**src/rtl/pong_round_controller.sv**
```systemverilog
`timescale 1ns/1ps
// pong_round_controller
//   Game-flow sequencer for pong: READY -> SERVE -> PLAY <-> PAUSE, PLAY -> DEAD
//   -> SERVE or OVER. Tracks remaining balls and the hit score, and drives the
//   datapath strobes. Frame timing comes from the one-clk game_clk tick.
//   Optional feature: define PONG_DEBOUNCE_EN to debounce the synchronized
//   buttons for DEBOUNCE_CYC clk cycles before they are used.
module pong_round_controller #(
  parameter int unsigned LIVES        = 3,
  parameter int unsigned SERVE_FRAMES = 120,
  parameter int unsigned DEAD_FRAMES  = 60,
  parameter int unsigned SCORE_W      = 10,
  parameter int unsigned DEBOUNCE_CYC = 500000
) (
  input  logic               clk,
  input  logic               reset,
  input  logic               game_clk,
  input  logic               ready_button,
  input  logic               right,
  input  logic               left,
  input  logic               sig_dead,
  input  logic               sig_hit,
  output logic               ready_sig,
  output logic               start_sig,
  output logic               play_sig,
  output logic               pause_sig,
  output logic               left_sig,
  output logic               right_sig,
  output logic [2:0]         lives,
  output logic [SCORE_W-1:0] score,
  output logic               game_over
);

  typedef enum logic [2:0] {
    ST_READY,
    ST_SERVE,
    ST_PLAY,
    ST_PAUSE,
    ST_DEAD,
    ST_OVER
  } state_e;

  // Button vector layout everywhere below: [2] ready, [1] left, [0] right.
  logic [2:0] sync1_q, sync2_q;
  logic [2:0] sync_pressed;
  logic [2:0] btn_pressed;

  // Two-flop synchronizers on the raw active-low keys; reset to "released".
  // NOTE: sequential state uses non-blocking (<=) so every flop samples pre-edge values.
  always_ff @(posedge clk or negedge reset) begin
    if (!reset) begin
      sync1_q <= 3'b111;
      sync2_q <= 3'b111;
    end else begin
      sync1_q <= {ready_button, left, right};
      sync2_q <= sync1_q;
    end
  end

  assign sync_pressed = ~sync2_q;

`ifdef PONG_DEBOUNCE_EN
  localparam int DB_W = $clog2(DEBOUNCE_CYC + 1);

  logic [2:0]      deb_q, deb_d;
  logic [DB_W-1:0] db_cnt_q [3];
  logic [DB_W-1:0] db_cnt_d [3];

  // Debounce: accept a new level only after it differs from the held state
  // for DEBOUNCE_CYC consecutive cycles; any return to the held level restarts.
  // NOTE: every always_comb output gets a default first so no latch is inferred.
  always_comb begin
    deb_d = deb_q;
    for (int i = 0; i < 3; i++) begin
      db_cnt_d[i] = '0;
      if (sync_pressed[i] != deb_q[i]) begin
        if (db_cnt_q[i] == DB_W'(DEBOUNCE_CYC - 1)) begin
          deb_d[i] = sync_pressed[i];
        end else begin
          db_cnt_d[i] = db_cnt_q[i] + 1'b1;
        end
      end
    end
  end

  // Debounce state and counters.
  // NOTE: the small counter array is reset like plain flops; it is control state, not a RAM.
  always_ff @(posedge clk or negedge reset) begin
    if (!reset) begin
      deb_q <= '0;
      for (int i = 0; i < 3; i++) db_cnt_q[i] <= '0;
    end else begin
      deb_q <= deb_d;
      for (int i = 0; i < 3; i++) db_cnt_q[i] <= db_cnt_d[i];
    end
  end

  assign btn_pressed = deb_q;
`else
  logic unused_debounce_cyc;
  assign unused_debounce_cyc = ^DEBOUNCE_CYC;
  assign btn_pressed         = sync_pressed;
`endif

  logic                rdy_prev_q;
  logic                press_rdy;
  state_e              state_q, state_d;
  logic [7:0]          frame_q, frame_d;
  logic [2:0]          lives_q, lives_d;
  logic [SCORE_W-1:0]  score_q, score_d;
  logic                start_q, left_q, right_q;

  assign press_rdy = btn_pressed[2] & ~rdy_prev_q;

  // Next-state, frame counter, lives and score.
  always_comb begin
    state_d = state_q;
    frame_d = game_clk ? frame_q + 8'd1 : frame_q;
    lives_d = lives_q;
    score_d = score_q;

    unique case (state_q)
      ST_READY: begin
        if (press_rdy) begin
          state_d = ST_SERVE;
          lives_d = 3'(LIVES);
          score_d = '0;
        end
      end
      ST_SERVE: begin
        if (game_clk && frame_q == 8'(SERVE_FRAMES - 1)) state_d = ST_PLAY;
      end
      ST_PLAY: begin
        if (sig_hit && score_q != {SCORE_W{1'b1}}) score_d = score_q + 1'b1;
        // A miss outranks a simultaneous pause request.
        if (sig_dead) begin
          state_d = ST_DEAD;
          if (lives_q != '0) lives_d = lives_q - 3'd1;
        end else if (press_rdy) begin
          state_d = ST_PAUSE;
        end
      end
      ST_PAUSE: begin
        frame_d = frame_q;
        if (press_rdy) state_d = ST_PLAY;
      end
      ST_DEAD: begin
        if (game_clk && frame_q == 8'(DEAD_FRAMES - 1)) begin
          state_d = (lives_q == '0) ? ST_OVER : ST_SERVE;
        end
      end
      ST_OVER: begin
        if (press_rdy) state_d = ST_READY;
      end
      default: state_d = ST_READY;
    endcase

    if (state_d != state_q) frame_d = '0;
  end

  // State, counters and registered strobes.
  always_ff @(posedge clk or negedge reset) begin
    if (!reset) begin
      state_q    <= ST_READY;
      frame_q    <= '0;
      lives_q    <= 3'(LIVES);
      score_q    <= '0;
      rdy_prev_q <= 1'b0;
      start_q    <= 1'b0;
      left_q     <= 1'b0;
      right_q    <= 1'b0;
    end else begin
      state_q    <= state_d;
      frame_q    <= frame_d;
      lives_q    <= lives_d;
      score_q    <= score_d;
      rdy_prev_q <= btn_pressed[2];
      start_q    <= (state_d == ST_SERVE) && (state_q != ST_SERVE);
      left_q     <= (state_d == ST_PLAY) & btn_pressed[1] & ~btn_pressed[0];
      right_q    <= (state_d == ST_PLAY) & btn_pressed[0] & ~btn_pressed[1];
    end
  end

  assign ready_sig = (state_q == ST_READY);
  assign play_sig  = (state_q == ST_PLAY);
  assign pause_sig = (state_q == ST_PAUSE);
  assign game_over = (state_q == ST_OVER);
  assign start_sig = start_q;
  assign left_sig  = left_q;
  assign right_sig = right_q;
  assign lives     = lives_q;
  assign score     = score_q;

endmodule
```
**config.mk**
```make
export PLATFORM = sky130hd
export DESIGN_NAME = pong_round_controller
export DESIGN_NICKNAME = d
export VERILOG_FILES = /design/src/rtl/pong_round_controller.sv
export SDC_FILE = /design/constraint.sdc
export NUM_CORES = 1
export LEC_CHECK = 0
export CORE_MARGIN = 3
export CORE_UTILIZATION = 53
export DETAILED_ROUTE_END_ITERATION = 8
export PLACE_DENSITY = 0.81
export SETUP_SLACK_MARGIN = 0.02
export SLEW_MARGIN = 5
export SYNTH_ARGS = -nofsm -noshare
export SYNTH_HDL_FRONTEND = slang
export SYNTH_SLANG_ARGS = --single-unit
```
**constraint.sdc**
```tcl
create_clock -name clk -period 2 [get_ports clk]
set_input_delay 0.4 -clock clk [delete_from_list [all_inputs] [get_ports clk]]
set_output_delay 0.4 -clock clk [all_outputs]
set_load 0.02 [all_outputs]
```
Word level (Yosys, flattened, before mapping)
Index checks and enable logic that the tools add are counted.
Widths: inputs -> output; s select.
{"block": "word_totals", "reg_bits": 34, "in_bits": 8, "output_inout_bits": 20, "word_cells": 70}
{"block": "op_classes", "add_sub_neg": 3, "eq_ne": 17, "n_mux": 19, "bitwise": 9, "reduce_logical": 12}
{"operator": "$mux 3", "n": 11}
{"operator": "$mux 8", "n": 3}
{"operator": "$mux 10", "n": 2}
{"operator": "$pmux 10 s2", "n": 1}
{"operator": "$pmux 3 s6", "n": 1}
{"operator": "$add 10x1->10 const B", "n": 1}
{"operator": "$ne 10x10->1 const B", "n": 1}
{"operator": "$eq 3x2->1 const B", "n": 3}
{"operator": "$add 8x1->8 const B", "n": 1}
{"operator": "$eq 8x6->1 const B", "n": 1}
{"operator": "$eq 8x7->1 const B", "n": 1}
{"operator": "$ne 2x1->1 const B", "n": 4}
{"operator": "$eq 3x1->1 const B", "n": 2}
{"operator": "$eq 3x3->1 const B", "n": 2}
{"operator": "$logic_not 3->1", "n": 2}
{"operator": "$pmux 3 s2", "n": 1}
{"operator": "$and 1x1->1", "n": 5}
{"operator": "$logic_and 1x1->1", "n": 4}
{"operator": "$reduce_and 4->1", "n": 1}
{"operator": "$reduce_bool 2->1", "n": 2}
{"operator": "$ne 3x1->1 const B", "n": 1}
{"operator": "$ne 3x3->1", "n": 1}
{"operator": "$not 1->1", "n": 3}
{"operator": "$not 3->3", "n": 1}
{"operator": "5 further kinds", "n": 5}

Logic depth before layout (Yosys ltp)
{"block": "depth", "depth_word": 8, "mapped_depth": 8, "depth_no_buf": 7}

Worst setup path after synthesis
No wires, ideal clock.
{"block": "synth_path", "path_type": "register -> register", "startpoint": "register state_q[0]", "endpoint": "register lives_q[2], in the netlist lives[2]", "setup_ns": 0.121, "arrival_time_ns": 1.798, "t_required_ns": 1.879, "path_slack_ns": 0.081, "path_stages_with_launch": 7, "n_path_buf": 2, "period_less_slack_ns": 1.919, "cell_sequence": "dfrtp_1 > buf_6 > buf_2 > nor3b_1 > nand3_1 > mux2i_1 > nor2_1"}
{"block": "synth_between", "elab_chain_cells": 3, "elab_cells_between_ends": 8, "classes_between": "eq/ne: 4; mux: 1; reduce/logical: 3"}
{"item": "start, declared", "line": "107", "rtl": "state_e state_q, state_d;"}
{"item": "start signal, assigned", "line": "173", "rtl": "state_q <= state_d;"}
{"item": "$eq 3x2->1 *"}
{"item": "via play_sig", "line": "25", "rtl": "output logic play_sig,"}
{"item": "$ne 2x1->1 (no line), or another cell as far along"}
{"item": "$reduce_and 4->1 (no line)"}
{"item": "end signal, assigned", "line": "166", "rtl": "lives_q <= 3'(LIVES);"}
{"item": "end signal, assigned", "line": "175", "rtl": "lives_q <= lives_d;"}
{"item": "end, declared", "line": "109", "rtl": "logic [2:0] lives_q, lives_d;"}
Mark *: on every way through the listed nets, which the timed path passes. The rest lies on a longest branch.
A chain may end at the register's enable or synchronous reset.

Worst setup path in the final report
{"block": "layout_path", "startpoint": "register state_q[0]", "endpoint": "output port game_over"}
{"block": "layout_between", "elab_chain_cells": 1}
{"item": "$eq 3x3->1", "line": "187", "rtl": "assign game_over = (state_q == ST_OVER);"}
{"item": "end, declared", "line": "31", "rtl": "output logic game_over"}
Every way passes these cells.

==> results.py <==
metrics = {
    "layout": {
        "fin_nets": 242,
        "final_util_pct": 75.7,
        "fill_cells": 228,
        "multiInputGateArea_um2": 920,
        "area_growth_pct": 31.2,
        "finalInstanceArea_um2": 2390,
        "regArea_um2": 865,
        "drive_gt1_share_pct": 23.8,
        "antenna_cells": 0,
        "final_cell_mix": "dfrtp_1, clkdlybuf4s50_1, nor2_1, buf_4, nand2_1",
        "stdcell_count": 275,
    },
    "yosys": {
        "synth_area_leaders": "dfrtp_1, dfstp_2, nor2_1",
        "synth_cells": 181,
        "synth_top_family_by_area": "simple AND/OR/NAND/NOR gates",
        "yosys.cell_types.count": 47,
        "ys_warn_count": 0,
        "synth-xor-area-share_pct": 5.78,
        "yosysSeqAreaShare_pct": 47.3,
        "yosysTopAreaCellShare_pct": 35.8,
        "synth.ff_latch_count": 34,
        "synth_edf_count": 0,
        "muxShareOfSynthArea_pct": 2.34,
        "yosys.area_share.adder_pct": 2.75,
        "synth_flop_cell": "dfrtp_1",
        "avgSynthCellArea_um2": 10.1,
        "ys_async_sr_fraction_pct": 100,
        "synth-simple-area-share_pct": 28.0,
        "synth_compound_area_share_pct": 10.3,
        "yosysTopAreaCell": "dfrtp_1",
        "synth_nets": 193,
        "syn-cell-area_um2": 1820,
    },
    "place": {
        "dp_hpwl_um": 2900,
        "placedCellCount": 262,
        "numPortBuffers": 27,
        "dpl_cell_area_um2": 2220,
        "place.gp.congestion": 0.816,
    },
    "worst_setup_path": {
        "crit_type": "reg2out",
        "reg2reg_depth": 6,
        "cp-end-kind": "primary output",
        "path_max_fanout": 10,
        "r2r-start": "state_q[0]$_DFF_PN0_",
        "cp.arrival_ns": 1.56,
        "crit_required_ns": 1.60,
        "rrSetupSlack_ns": 0.11,
        "critPathLaunchType": "flop",
        "regToRegEndpoint": "frame_q[1]$_DFFE_PN0P_",
    },
    "drt": {
        "first_pass_iters": 4,
        "vias_per_cell": 5.68,
        "drc": 0,
        "drt_wl_total_um": 4110,
        "drtIter0Drc": 60,
        "vias": 1562,
        "drtAntennaViolNets": 0,
        "avgRoutedWirePerCell_um": 14.9,
    },
    "pwr": {
        "ir_drop_uv": 388,
        "p_leak_nw": 1.08,
        "power-per-cell-area_nw_per_um2": 717,
    },
    "floorplanning": {
        "initial_core_util_pct": 57.7,
        "design.core.area_um2": 3150,
        "ios": 28,
        "fp.dieH_um": 64.6,
        "die_x_um": 64.6,
        "fp.dieArea_um2": 4170,
        "core.rowCount": 20,
    },
    "hold_path": {
        "min_delay_path_depth": 0,
        "hold_start": "sync1_q[0]$_DFF_PN1_",
        "hold_path.class": "reg2reg",
        "min_to": "sync2_q[0]$_DFF_PN1_",
    },
    "clocking": {
        "cts_tree": "built",
        "cts_buffers": 5,
        "clock_latency_ns": 0.34,
        "clkTransAtPathRegs_ns": 0.11,
        "cts.sinks": 34,
        "cts_root_buf": "clkbuf_4",
        "cts_buffer_depth": 2,
        "htreeDepth": 2,
    },
    "sta": {
        "fmax_mhz": 511,
        "setup_viol": 0,
        "slew_viol_final": 0,
        "rsz0062_at_grt": "yes",
        "fin_crit_ns": 1.96,
        "worstMarginPinSlew_ns": 0.404,
        "finalCritPeriodShare_pct": 97.8,
        "slew-limit-headroom_pct": 72.7,
        "final_hold_viol_count": 0,
        "skew_ns": 0.00759,
    },
    "global_routing": {
        "grt_usage_pct": 21.6,
        "grt_pass1_vias": 1585,
        "grt_overflow": 0,
        "grt_max_degree": 35,
        "grt_first_pass_wirelength_um": 6940,
        "antenna_found_initial": 0,
    },
    "status": {
        "outcome": "completed",
    },
    "flow_run": {
        "maxCapViolCount": 0,
    },
}
-- kinds of logic after synthesis --
group,after synthesis
adder cells (fa/ha/maj),4
AO/OA/AOI/OAI,29
flip-flops,34
buffers and inverters,13
AND/OR/NAND/NOR,86
XOR/XNOR,12
multiplexers,3
-- cells in the mapped netlist (2+ instances only) --
| master | n |
|---|---|
| dfrtp_1 | 26 |
| nor2_1 | 20 |
| nand2_1 | 17 |
| nand3_1 | 9 |
| o21ai_0 | 9 |
| dfstp_2 | 8 |
| a21oi_1 | 7 |
| inv_1 | 7 |
| nor3_1 | 6 |
| nor3b_1 | 6 |
| xnor2_1 | 6 |
| xor2_1 | 6 |
| nand4_1 | 5 |
| ha_1 | 4 |
| o211ai_1 | 4 |
| and4_1 | 3 |
| buf_2 | 3 |
| a21oi_2 | 2 |
| and2_1 | 2 |
| mux2i_1 | 2 |
| nand3b_1 | 2 |
| or4_1 | 2 |
-- worst max-delay path by stage --
stage,start,endpoint,slack [ns],cells after the start
CTS,lives[0]$_DFFE_PN1P_,lives[0],0.04,1
floorplan,state_q[0]$_DFF_PN0_,lives[2]$_DFFE_PN0P_,0.08,6
global placement,sig_dead,frame_q[2]$_DFFE_PN0P_,-0.04,6
finish,state_q[0]$_DFF_PN0_,game_over,0.04,4
detailed placement,game_clk,frame_q[2]$_DFFE_PN0P_,-0.1,6
global route,state_q[0]$_DFF_PN0_,game_over,-0.02,4
-- layer usage --
| metal | part of all wire, % | vias to the layer above | track usage (%) |
|---|---|---|---|
| met5 | 0 | - | 0 |
| met4 | 2.5 | 0 | 10.0 |
| met3 | 5.0 | 10 | 5.72 |
| met2 | 50 | 51 | 37.4 |
| met1 | 42 | 756 | 24.9 |
| li1 | - | 745 | - |
-- where the power goes --
part           switching, W  total (W)  internal (W)
sequential        0.0000414   0.000776      0.000735
clock              0.000241   0.000632      0.000391
combinational      0.000153   0.000304      0.000151
total              0.000435    0.00171       0.00128
-- layout make-up --
| class | count | share of cell area [%] |
|---|---|---|
| Timing Repair Buffer | 47 | 17.2 |
| Multi-Input combinational cell | 134 | 38.5 |
| Clock inverter | 3 | 2.88 |
| Inverter | 8 | 1.26 |
| Clock buffer | 5 | 1.57 |
| Sequential cell | 34 | 36.2 |
| Tap cell | 44 | 2.31 |
-- flip-flops by register name, indices dropped and copies added, names as in the netlist --
register,cells
frame_q,8
left_sig,1
lives,3
rdy_prev_q,1
right_sig,1
score,10
start_sig,1
state_q,3
sync1_q,3
sync2_q,3
-- metrics by stage --
| step | setup TNS, ns | power (W) | hold slack, ns | setup slack, ns |
|---|---|---|---|---|
| final | 0 | 0.00171 | 0.358 | 0.0447 |
| after detailed placement | -0.825 | 0.00106 | 0.347 | -0.0951 |
| after global placement | -0.262 | 0.00105 | 0.348 | -0.0352 |
| after floorplan | 0 | 0.000959 | 0.104 | 0.0811 |
| after CTS | 0 | 0.00171 | 0.359 | 0.0448 |
| after global routing | -0.0294 | 0.00179 | 0.367 | -0.0240 |
-- worst max-delay path, cell delays in order, from the launching register on --
cell and delay [ns]:
dfrtp_2 0.49, clkbuf_4 0.23, nand3b_1 0.10, inv_1 0.06, dlygate4sd2_1 0.32
-- timing repair --
action | CTS | global route
hold buffers | 0 | 0
gates resized for setup | 8 | 7
setup buffers | 0 | 5
setup endpoints to repair | 4 | 11
pin swaps | 0 | 1
Note: power is estimated with default switching activity, not from simulation.
==> patch 1, RTL diff (same settings) <==
Change the parameter `SCORE_W` from 10 to 14.
--- a/src/rtl/pong_round_controller.sv
+++ b/src/rtl/pong_round_controller.sv
@@ -9,7 +9,7 @@
   parameter int unsigned LIVES        = 3,
   parameter int unsigned SERVE_FRAMES = 120,
   parameter int unsigned DEAD_FRAMES  = 60,
-  parameter int unsigned SCORE_W      = 10,
+  parameter int unsigned SCORE_W      = 14,
   parameter int unsigned DEBOUNCE_CYC = 500000
 ) (
   input  logic               clk,
Ports: changed (resized score); port bits go from 28 to 32. No check against the original RTL was run, so the function may have changed too.
==> patch 1 against the unedited design <==
  * Design area increased by 13%
  * Maximum frequency increased by 1.2%
  * Routed wire length increased by 25%
  * Combinational power increased by 40%
  * Area after synthesis increased by 11%
  * Via count increased by 12%
  * Utilization increased by 1.6 points
  * Register-to-register slack got worse by 0.04 ns
  * Global-route usage increased by 3.1 points
  * Sequential cell count increased by 4
  * Setup slack improved by 0.023 ns
  * Power increased by 17%
  * Critical path type is now reg -> reg
  * Highest routed layer unchanged
==> patch 1: results (changes against the unedited design) <==
| Metric | Value |
|---|---|
| Outcome | completed |
| Post-synthesis mux area share | 2.165% (-0.17 points) |
| Layout cell share with drive strength beyond 1 | 24.02% (+0.21 points) |
| Clock Skew | 0.006435 ns (-0.001160 ns) |
| Compound-Gate Fraction of Synth Area | 8.905% (-1.4 points) |
| Antenna diodes | 0 (unchanged) |
| Detailed Routing Iterations Pass 1 | 4 (unchanged) |
| Min-delay src | sync1_q[1] |
| Yosys cell types | 46 (-2.1%) |
| Worst min path class | reg -> reg |
| CP Class | reg -> reg |
| Number of flip-flops in the largest register | 14 (+4) |
| Final nets | 265 (+9.5%) |
| GP Congestion | 0.9582 (+17%) |
| Number of global-route vias before repair | 1731 (+9.2%) |
| Post-DP HPWL | 3351 µm (+16%) |
| DP Worst Slack | -0.2872 ns (-0.1921 ns) |
| Switching Fraction | 29.51% (+4.1 points) |
| Starting DRT DRC Count | 134 (+120%) |
| Pleak | 0.001153 µW (+6.9%) |
| Placed instance area | 2492 µm² (+12%) |
| TritonCTS Buffers | 5 (unchanged) |
| Clock Latency Late Sink | 0.29 ns (-0.05 ns) |
| Sequential share of the synthesized area | 47.50% (+0.18 points) |
| # fillers | 217 (-4.8%) |
| Post-synth top cells | dfrtp_1, nor2_1, nor3_1 |
| First-pass GRT wire length | 8362 µm (+20%) |
| Crit-path max FO | 8 (-2) |
| Largest net degree at the start of global routing | 39 (+11%) |
| Wire per inst | 17.09 µm (+15%) |
| Ys async rst share | 100.0% (unchanged) |
| Port buffer count | 31 (+15%) |
| Top cells by area, synth | dfrtp_1, dfstp_2, xnor2_1 |
| Total track usage | 24.70% (+3.1 points) |
| Clock transition at path regs | 0.07 ns (-0.04 ns) |
| Xor-xnor portion of the synthesized cell area | 6.926% (+1.1 points) |
| Root Driver | clkbuf_8 |
| Worst VDD drop | 0.0006840 V (+76%) |
| Slew margin rel. | 68.50% (-4.2 points) |
| Yosys warns | 0 (unchanged) |
| Worst Path Arrival | 2.13 ns (+0.57 ns) |
| Reg2reg start | frame_q[0] |
| Syn nets | 211 (+9.3%) |
| Multi-input combinational cell area | 1046 µm² (+14%) |
| Clock buffer depth | 2 (unchanged) |
| Antenna violations before repair | 0 (unchanged) |
| H-tree levels | 2 (unchanged) |
| Routed vias/inst | 5.837 (+2.8%) |
| Synth Area in Adders | 2.474% (-0.28 points) |
patch 1: cell count changes in the layout (fill, tap and decap cells not counted), sizes merged, moves of 5 or more:
cell	unedited run	this run
nor3	7	17
o21ai	9	2
buf	19	24
xnor2	6	11
patch 1: final timing paths:
path	endpoint	slack (ns)	depth (start not counted)
setup / recovery	frame_q[2]	0.07	7
setup reg to reg	frame_q[2]	0.07	7
hold / removal	sync2_q[1]	0.36	0
min in group asynchronous	start_sig	0.53	2
max in group asynchronous	lives[0]	1.11	2
hold reg to reg	sync2_q[1]	0.36	0
patch 1: per-layer routing:
layer / vias to the layer above / routed length (µm) / track usage [%]
li1: 817 / - / -
met1: 864 / 2197 / 32.16
met2: 59 / 2579 / 40.22
met3: 11 / 245 / 5.824
met4: 0 / 105 / 8.685
met5: - / 0 / 0
patch 1: stage by stage:
| step | instances | hold slack [ns] |
|---|---|---|
| 2_1_floorplan | 199 | 0.1044 |
| 3_3_place_gp | 288 | 0.3474 |
| 3_5_place_dp | 288 | 0.3468 |
| 4_1_cts | 296 | 0.3570 |
| 5_1_grt | 300 | 0.3595 |
| 6_report | 300 | 0.3569 |
patch 1: power groups by stage:
stage | Sequential [µW] | Clock, µW | Combinational (µW)
after floorplan | 960 | 0 | 205
after global placement | 956 | 0 | 340
after detailed placement | 968 | 0 | 370
after CTS | 955 | 628 | 388
after global routing | 971 | 662 | 468
final | 958 | 619 | 425
patch 1: cells by family (layout without fill, tap and decap cells):
kind of cell    after synthesis  in the layout
simple gates                 94             94
mux                           4              4
buf+inv                      18             73
flops                        38             38
fa+ha+maj                     4              4
compound gates               25             25
xor+xnor                     16             16
patch 1: area by class of cell:
type	instances	share of cell area, %
Timing Repair Buffer	55	17.98
Multi-Input combinational cell	143	38.74
Tap cell	46	2.132
Clock buffer	8	4.078
Sequential cell	38	35.68
Inverter	10	1.390
patch 1: repair_timing:
item                       in CTS  in global routing
setup buffers                   0                  4
gates resized for setup         8                 15
gates cloned                    0                  0
hold buffers                    0                  0
pin swaps                       1                  4
setup endpoints to repair      12                 19
hold endpoints to repair        0                  0
patch 1: worst max-delay path: stages, from the launching register on:
cell and delay, ns:
dfrtp_1 0.38, ha_2 0.21, and4b_2 0.25, a2111oi_4 0.41, nor4_4 0.08, mux2i_2 0.16, buf_6 0.15, nor3_1 0.19
==> patch 2, RTL diff (same flow settings) <==
Without the edit above. Re-encode `state_e` (6 states) as one-hot, 6 bits wide.
--- a/src/rtl/pong_round_controller.sv
+++ b/src/rtl/pong_round_controller.sv
@@ -31,13 +31,13 @@
   output logic               game_over
 );
 
-  typedef enum logic [2:0] {
-    ST_READY,
-    ST_SERVE,
-    ST_PLAY,
-    ST_PAUSE,
-    ST_DEAD,
-    ST_OVER
+  typedef enum logic [5:0] {
+    ST_READY = 6'b000001,
+    ST_SERVE = 6'b000010,
+    ST_PLAY  = 6'b000100,
+    ST_PAUSE = 6'b001000,
+    ST_DEAD  = 6'b010000,
+    ST_OVER  = 6'b100000
   } state_e;
 
   // Button vector layout everywhere below: [2] ready, [1] left, [0] right.
Function: same outputs for any inputs over 10 cycles, from zero or initial values and one cycle with reset low; not proved beyond that.
==> patch 2 against the unedited design <==
  * The run now ends with setup timing left
  * First-iteration DRC count rose by 63%
  * Via count rose by 21%
  * Routed wire length rose by 47%
  * Cell count rose by 16%
  * Clock skew rose by 0.0027 ns
  * Setup slack got worse by 0.079 ns
  * Sequential share of layout area fell by 3.8 points
  * Sequential cell count rose by 3
  * Utilization rose by 9.9 points
  * Synthesized cell count rose by 5.5%
  * Design area rose by 22%
  * Area after synthesis rose by 4.2%
Power is not compared: it rests on default switching activity, and its combinational part moved more than twofold at a synthesized area within 25%.
==> patch 2: results (changes against the unedited design) <==
| Metric | Value |
|---|---|
| Setup ws final | -0.03466 ns (-0.07941 ns) |
| Syn nets | 203 (+5.2%) |
| Worst Path Arrival | 1.63 ns (+0.07 ns) |
| Post-synth top cells | dfrtp_1, nand2_1, nor3_1 |
| Sequential cell area share | 32.38% (-3.8 points) |
| Non-clock buffers | 78 (+66%) |
| Slowest cell on crit path | dfrtp_1 |
| Clock-cell share | 3.536% (-0.92 points) |
| Endpoints failing setup | 10 (+10) |
| Non-clock buffer share | 23.59% (+6.3 points) |
| Worst r2r path cells | 7 (+1) |
| Comb_multi_in | 141 (+5.2%) |
| Outcome | finished with violations |
| Multi-input combinational cell area | 1084 µm² (+18%) |
| Post-synthesis mux area share | 1.650% (-0.69 points) |
| Number of global-route vias before repair | 1966 (+24%) |
| R2r setup slk | -0.02 ns (-0.13 ns) |
| Met1 Resource Use GR | 31.19% (+6.3 points) |
| Placed cells | 296 (+13%) |
| Total negative slack | -0.1247 ns (-0.1247 ns) |
| First-pass GRT wire length | 9073 µm (+31%) |
| Violated checks | setup timing |
| M2 GR Usage | 49.81% (+12 points) |
| Worst-margin pin slew | 0.5310 ns (+0.1274 ns) |
| Post-route non-filler standard cell count | 319 (+16%) |
| Sequential share of the synthesized area | 49.44% (+2.1 points) |
| Starting DRT DRC Count | 98 (+63%) |
| Seq. cell area | 939.7 µm² (+8.7%) |
| Crit. Startpoint | state_q[4] |
| Xor-xnor portion of the synthesized cell area | 4.158% (-1.6 points) |
| GP Congestion | 0.9573 (+17%) |
| Final nets | 284 (+17%) |
| Min Hold Slack | 0.3674 ns (+0.009132 ns) |
| Wl on met1 | 2360 µm (+36%) |
| DR WL met3 | 240 µm (+17%) |
| Placed instance area | 2470 µm² (+11%) |
[patch 2: cell types whose count changed in the layout (fill, tap and decap cells not counted), sizes merged, moves of 4 or more]
| cell | change |
|---|---|
| buf | +36 |
| or2 | +4 |
| nor2 | -11 |
| nor2b | +4 |
| xor2 | -4 |
| nor3 | +8 |
| o21ai | +4 |
| nor3b | -4 |
[patch 2: power by group]
group / switching, µW / internal, µW
clock network: 267 / 387
logic: 432 / 408
registers: 60.4 / 813
total: 759 / 1610
[patch 2: timing repair]
action / CTS / global route
endpoints found under the setup margin: 18 / 24
buffers inserted: 12 / 4
endpoints found under the hold margin: 0 / 0
gates resized for setup: 43 / 34
pin swaps: 9 / 15
[patch 2: worst reg2reg max path, delay by kind of cell, from the launching register on]
kind,cells,cell delay [ns]
AOI/OAI and AO/OA,2,0.47
DFF,1,0.41
and+or+nand+nor,3,0.74
buffers and inverters,2,0.33
